File: config.mk
export PLATFORM = sky130hd
export DESIGN_NAME = clf_alf
export DESIGN_NICKNAME = d
export VERILOG_FILES = /design/src/rtl/clf_alf.sv
export SDC_FILE = /design/constraint.sdc
export NUM_CORES = 1
export LEC_CHECK = 0
export ABC_AREA = 1
export CORE_UTILIZATION = 40
export CTS_CLUSTER_SIZE = 25
export DETAILED_ROUTE_END_ITERATION = 16
export PLACE_DENSITY_LB_ADDON = 0.15
export SETUP_SLACK_MARGIN = 0.05
export SLEW_MARGIN = 20
export SYNTH_ARGS = -nofsm -noshare
export SYNTH_HDL_FRONTEND = slang
export SYNTH_SLANG_ARGS = --single-unit
File: constraint.sdc
create_clock -name clk -period 3.88 [get_ports clk]
set_input_delay 0.776 -clock clk [delete_from_list [all_inputs] [get_ports clk]]
set_output_delay 0.776 -clock clk [all_outputs]
set_load 0.05 [all_outputs]
File: src/rtl/clf_alf.sv
// Combination lock with automatic re-lock: four key presses on active-low
// switches open the lock, which re-locks itself after AUTO_LOCK_CYCLES.
module clf_alf #(
    parameter int unsigned CODE0            = 0,
    parameter int unsigned CODE1            = 0,
    parameter int unsigned CODE2            = 2,
    parameter int unsigned CODE3            = 3,
    parameter int unsigned AUTO_LOCK_CYCLES = 20,
    parameter int unsigned ERR_CYCLES       = 4
) (
    output logic       sA,
    output logic       sB,
    output logic       sC,
    output logic       sD,
    output logic       sE,
    output logic       sF,
    output logic       sG,
    input  logic [7:0] sw,
    input  logic       clk,
    input  logic       rst_n
);

    localparam int OPEN_W = (AUTO_LOCK_CYCLES > 1) ? $clog2(AUTO_LOCK_CYCLES) : 1;
    localparam int ERR_W  = (ERR_CYCLES > 1) ? $clog2(ERR_CYCLES) : 1;

    typedef enum logic [2:0] {
        LOCKED = 3'd0,
        GOT1   = 3'd1,
        GOT2   = 3'd2,
        GOT3   = 3'd3,
        OPEN   = 3'd4,
        ERROR  = 3'd5
    } state_t;

    logic [7:0]        r_sync1, r_sync2, r_prev;
    state_t            r_state, w_state_nxt;
    logic [OPEN_W-1:0] r_open_cnt, w_open_cnt_nxt;
    logic [ERR_W-1:0]  r_err_cnt, w_err_cnt_nxt;

    logic [7:0] w_pressed;
    logic       w_event;
    logic       w_single;
    logic [2:0] w_idx;
    logic [6:0] w_seg;

    // Synchronizer plus "previous" stage; idle value is all-ones.
    // NOTE: every flop here uses <= so all stages sample the pre-edge values together.
    always_ff @(posedge clk or negedge rst_n) begin
        if (!rst_n) begin
            r_sync1 <= 8'hFF;
            r_sync2 <= 8'hFF;
            r_prev  <= 8'hFF;
        end else begin
            r_sync1 <= sw;
            r_sync2 <= r_sync1;
            r_prev  <= r_sync2;
        end
    end

    // Press event only on the idle-to-pressed transition, so a held key fires once.
    assign w_pressed = ~r_sync2;
    assign w_event   = (r_prev == 8'hFF) && (r_sync2 != 8'hFF);
    assign w_single  = ((w_pressed & (w_pressed - 8'd1)) == 8'd0);

    // NOTE: w_idx gets a default before the loop so no latch is inferred.
    always_comb begin
        w_idx = 3'd0;
        for (int i = 0; i < 8; i++) begin
            if (w_pressed[i]) w_idx = i[2:0];
        end
    end

    always_ff @(posedge clk or negedge rst_n) begin
        if (!rst_n) begin
            r_state    <= LOCKED;
            r_open_cnt <= '0;
            r_err_cnt  <= '0;
        end else begin
            r_state    <= w_state_nxt;
            r_open_cnt <= w_open_cnt_nxt;
            r_err_cnt  <= w_err_cnt_nxt;
        end
    end

    always_comb begin
        w_state_nxt    = r_state;
        w_open_cnt_nxt = r_open_cnt;
        w_err_cnt_nxt  = r_err_cnt;
        case (r_state)
            LOCKED, GOT1, GOT2, GOT3: begin
                if (w_event) begin
                    w_state_nxt   = ERROR;
                    w_err_cnt_nxt = '0;
                    if (w_single) begin
                        if (r_state == LOCKED && w_idx == CODE0[2:0]) w_state_nxt = GOT1;
                        if (r_state == GOT1   && w_idx == CODE1[2:0]) w_state_nxt = GOT2;
                        if (r_state == GOT2   && w_idx == CODE2[2:0]) w_state_nxt = GOT3;
                        if (r_state == GOT3   && w_idx == CODE3[2:0]) begin
                            w_state_nxt    = OPEN;
                            w_open_cnt_nxt = '0;
                        end
                    end
                end
            end
            OPEN: begin
                if (r_open_cnt == OPEN_W'(AUTO_LOCK_CYCLES - 1)) begin
                    w_state_nxt    = LOCKED;
                    w_open_cnt_nxt = '0;
                end else begin
                    w_open_cnt_nxt = r_open_cnt + OPEN_W'(1);
                end
            end
            ERROR: begin
                if (r_err_cnt == ERR_W'(ERR_CYCLES - 1)) begin
                    w_state_nxt   = LOCKED;
                    w_err_cnt_nxt = '0;
                end else begin
                    w_err_cnt_nxt = r_err_cnt + ERR_W'(1);
                end
            end
            default: w_state_nxt = LOCKED;
        endcase
    end

    // Active-low segments {a..g}, common anode.
    always_comb begin
        w_seg = 7'b1111111;
        case (r_state)
            LOCKED:  w_seg = 7'b1110001;
            GOT1:    w_seg = 7'b1001111;
            GOT2:    w_seg = 7'b0010010;
            GOT3:    w_seg = 7'b0000110;
            OPEN:    w_seg = 7'b1000001;
            ERROR:   w_seg = 7'b0110000;
            default: w_seg = 7'b1111111;
        endcase
    end

    assign {sA, sB, sC, sD, sE, sF, sG} = w_seg;

endmodule

# Word level (Yosys, flattened, before mapping)
# Cells that the tools add are included.
[word_totals]
reg_bits = 34
elab_cells = 66
in_bits = 10
out_inout_bits = 7
[op_classes]
bitwise_logic = 2
add_sub_neg = 3
muxes = 25
reduce_logical = 14
eq_ne = 16
[op_table]
columns = ["cell", "count"]
rows = [
  ["two-way mux 3 bit", 14],
  ["one-hot mux 7 bit (6 select lines)", 1],
  ["two-way mux 5 bit", 4],
  ["== test 3 x 2 -> 1 bit, second input constant", 4],
  ["inequality test 2 bit, second input constant", 5],
  ["one-hot mux 5 bit (2 select lines)", 1],
  ["one-hot mux 3 bit (3 select lines)", 1],
  ["AND 8 bit", 1],
  ["== test 8 bit, second input constant", 1],
  ["zero test 8 bit", 1],
  ["inequality test 8 bit, second input constant", 1],
  ["inverter 8 bit", 1],
  ["subtractor 8 x 1 -> 8 bit, second input constant", 1],
  ["== test 3 bit, second input constant", 2],
  ["zero test 3 bit", 2],
  ["adder 5 x 1 -> 5 bit, second input constant", 1],
  ["== test 5 bit, second input constant", 1],
  ["logical AND 1 bit", 5],
  ["two-way mux 2 bit", 2],
  ["one-hot mux 2 bit (2 select lines)", 1],
  ["AND reduction 4 bit", 1],
  ["nonzero test 2 bit", 2],
  ["OR reduction 4 bit", 1],
  ["== test 3 x 1 -> 1 bit, second input constant", 1],
  ["5 further kinds", 5],
]

# Logic depth before layout (Yosys ltp)
[depth]
word_depth = 17
mapped_depth = 11
mapped_depth_nobuf = 11

# Least setup slack after synthesis
# Ideal clock, no wire load.
[synth_timing]
kind = "register -> output"
start = "register r_state[2]"
end = "output sC"
n_path_buf = 0
required_ns = 3.104
path_stages_with_launch = 4
path_slack_ns = 1.388
t_arrival_ns = 1.716
cell_sequence = "dfrtp_1 nand2_1 inv_2 o21ai_0"
[synth_between]
elab_chain_cells = 2
word_cells_on_any_way = 7
classes_between = "eq/ne: 5; mux: 1; reduce/logical: 1"
[synth_rtl]
columns = ["item", "line", "source"]
rows = [
  ["start: declaration", "36", "state_t r_state, w_state_nxt;"],
  ["start signal: assignment", "79", "r_state <= w_state_nxt;"],
  ["== test 3 bit, or another cell as far along", "128", "case (r_state)"],
  ["one-hot mux 7 bit (6 select lines) (*)", "128", ""],
  ["end: declaration", "13", "output logic sC,"],
]
# Mark *: on every way between the ends. The rest lies on a longest branch, timed or not.

# Final worst setup path
[layout_timing]
start = "register r_state[1]"
end = "output sB"
[layout_between]
elab_chain_cells = 2
word_cells_on_any_way = 7
classes_between = "eq/ne: 5; mux: 1; reduce/logical: 1"
[layout_rtl]
columns = ["item", "line", "source"]
rows = [
  ["== test 3 bit, or another cell as far along", "128", ""],
  ["one-hot mux 7 bit (6 select lines) (*)", "128", ""],
  ["end: declaration", "12", "output logic sB,"],
]
# Marked as above.

==> summary.md <==
| Metric | Value |
|---|---|
| Outcome | complete, no violations |
| CTS sink count | 34 |
| Tot Pwr | ~900 uW |
| FILL cells | approximately 310 |
| PortBufs | 16 |
| # setup viols final | 0 |
| Sequential share of the synthesized area | 60.95% |
| First-pass GRT wire length | about 4.4 mm |
| Antenna cells | 0 |
| R2r setup slk | 2.28 ns |
| Yosys top cell area share | 43.64% |
| Int Pwr | about 570 uW |
| Clk pwr share | between 20% and 30% |
| Share of cells above drive strength 1 | 25.84% |
| TritonCTS clock tree | yes |
| DR iter-0 viols | 67 |
| Die Y | about 62 um |
| Largest net degree at the start of global routing | 35 |
| Placed cell count | ~220 |
| Hpwl dp | about 1.9 mm |
| Post-Syn Area per Cell | about 9.4 um^2 |
| Die Area | roughly 0.0039 mm^2 |
| Fin. Hold Viols | 0 |
| Total grt overflow | 0 |
| CTS Buffer Depth | 2 |
| Initial Util | a little over two fifths |
| Startpoint types | flip-flop |
| Placeable Area | approximately 0.0034 mm^2 |
| Max-slew headroom | around 66% |
| RR Startpoint | r_sync2[6] |
| Netlist cell types | 24 |
| Crit path max fanout | 4 |
| Period utilization | roughly three quarters |
| Count leader, synth | nand2_1 |
| Vias post-DR | between 1000 and 1500 |
| FF-to-FF End | r_open_cnt[0] |
| Setup Fix Bufs, Post-CTS | 0 |
| Synth Instances | ~150 |
| TritonCTS Buffers | 5 |
| Type of the tightest min-delay check | reg -> reg |
| GP Congestion | around 0.8 |
| Clock latency on the worst-skew pair | ~0.34 ns |
| Die X-Extent | ~62 um |
| NetSw | about 320 uW |
| P per Cell Area | about 520 mW/mm^2 |
| Vias in the first global route | between 1000 and 1500 |
| Maximum Capacitance Violations | 0 |
| Arr. time, crit path | roughly 2.1 ns |
| Critical path origin | r_state[1] |
| Finished Layout Cells | 224 |
| Final Slew Violations | 0 |
| Final Skew | roughly 0.002 ns |
| RSZ-0062 raised after global routing | no |
| Cells on worst reg2reg path | 9 |
| Post-cts hold buffer count | 0 |
| Cell taking the most area after synthesis | dfstp_2 |
| CP required | roughly 3.1 ns |
| Clk root buf | clkbuf_4 |
| List of most frequent post-synthesis cells | nand2_1 (51), dfstp_2 (24), inv_1 (14) |
| Worst Hold Launch | r_sync1[4] |
| Worst VDD drop | between 0.3 and 0.4 mV |
| Achievable Freq | roughly 0.35 GHz |
| Synth async-reset ratio | 100.0% |
| Area Growth Syn to Fin | 19.13% |
| H-tree depth | 2 |
| Leak pwr | 0.0008269 uW |
| Drt drc | 0 |
| Ys flop type | dfstp_2 |
| Routed Antenna Nets | 0 |
| Initial antenna violation count | 0 |
| Cell area after synthesis | between 0.001 and 0.0015 mm^2 |
| Worst-path clk slew | around 0.10 ns |
| Final net count | roughly 190 |
| Final Core Density | around half |
| Row count | 21 |
| Synth Warn # | 0 |
| I/O pins | 17 |
| Switching Fraction | ~36% |
| Crit path kind | reg -> out |
| Routed vias/inst | roughly 4.7 |
| GRT Total Usage | 15.26% |
| Final setup TNS | 0 ns |
| Tmin final | 2.869 ns |
| Post-CTS sizing | 0 |
| Crit end category | output port |
| Comb power frac | about 28% |
| Net Count, Synth | approximately 170 |
| Drt total wl | between 2 and 3 mm |
| Per-cell routed wire length | between 10 and 15 um |
| Critical Path End | sB |
| Synth Register Bits | 34 |
| Actual slew at the worst max-slew pin | 0.5015 ns |
| Number of flops mapped to enable cells by yosys | 0 |
| Top post-synthesis cells by area | dfstp_2 (44%), dfrtp_1 (17%), nand2_1 (13%) |
| Sequential power share | between 50% and 60% |
| Drt pass-1 iters | 5 |
## critical path: stages, from the launching register on
cell and delay [ns]:
dfrtp_1 0.42, inv_1 0.11, nand2_1 0.13, nor2_1 0.08, nor3_1 0.18, clkdlybuf4s50_1 0.83
## sequential cells by signal, summed over array words and instances, names as in the netlist
name	cells
r_sync2	8
r_state	3
r_prev	8
r_open_cnt	5
r_err_cnt	2
r_sync1	8
## layout make-up
type,count,area (um^2),area share [%]
inverter,17,63.81,3.706
multi-input combinational,102,493.0,28.63
sequential,34,880.8,51.16
clock buffer,5,37.54,2.180
tap,46,57.56,3.343
timing repair buffer,17,167.7,9.738
clock inverter,3,21.27,1.235
## per-stage QoR
stage               setup slack, ns  cell area (um^2)  hold WS, ns
floorplan                     1.388              1445       0.3452
global placement              1.493              1663       0.3458
detailed placement            1.386              1663       0.3468
CTS                          0.9928              1722       0.3628
global route                 0.8746              1722       0.3692
finish                        1.011              1722       0.3615
## layout by cell type (no fill, tap or decap)
cell type        count
a31o_2               1
buf_4                1
clkbuf_4             5
clkdlybuf4s50_1     16
clkinv_2             1
clkinv_4             1
clkinvlp_4           1
dfrtp_1             10
dfstp_2             24
ha_1                 2
inv_1               14
inv_2                3
nand2_1             51
nand2_2              1
nand3_1             13
nand3_2              2
nand4_1              5
nor2_1              10
nor2_2               3
nor3_1               2
nor3_2               1
o21a_1               1
o21ai_0              4
o21ai_1              1
o22ai_1              1
or2_1                1
or2_2                1
or2_4                1
xor2_1               1
## power groups by stage
stage / clock network (uW) / logic, uW / registers, uW
after floorplan: 0 / 183 / 447
after CTS: 203 / 251 / 451
after global routing: 222 / 278 / 460
after detailed placement: 0 / 250 / 456
after global placement: 0 / 245 / 453
final: 191 / 249 / 451
## layer usage
metal	share of wire (%)	track usage, %	up-vias
met3	5.8	5.699	6
li1	-	-	535
met2	47	24.59	30
met1	45	17.75	486
met5	0	0	-
met4	2.4	7.849	0
## cell families after synthesis
group	synth area share, %
compound gates	3.290
xor+xnor	0.6062
fa+ha+maj	1.731
simple gates	28.49
flops	60.95
buf+inv	4.935
## how the worst min path moves through the flow
stage                       to  cells after the start
floorplan           r_sync2[0]                      0
global placement    r_sync2[5]                      0
detailed placement  r_sync2[4]                      0
CTS                 r_sync2[4]                      0
global route        r_sync2[6]                      0
finish              r_sync2[4]                      0
No activity file was read; power rests on OpenSTA's default activity.
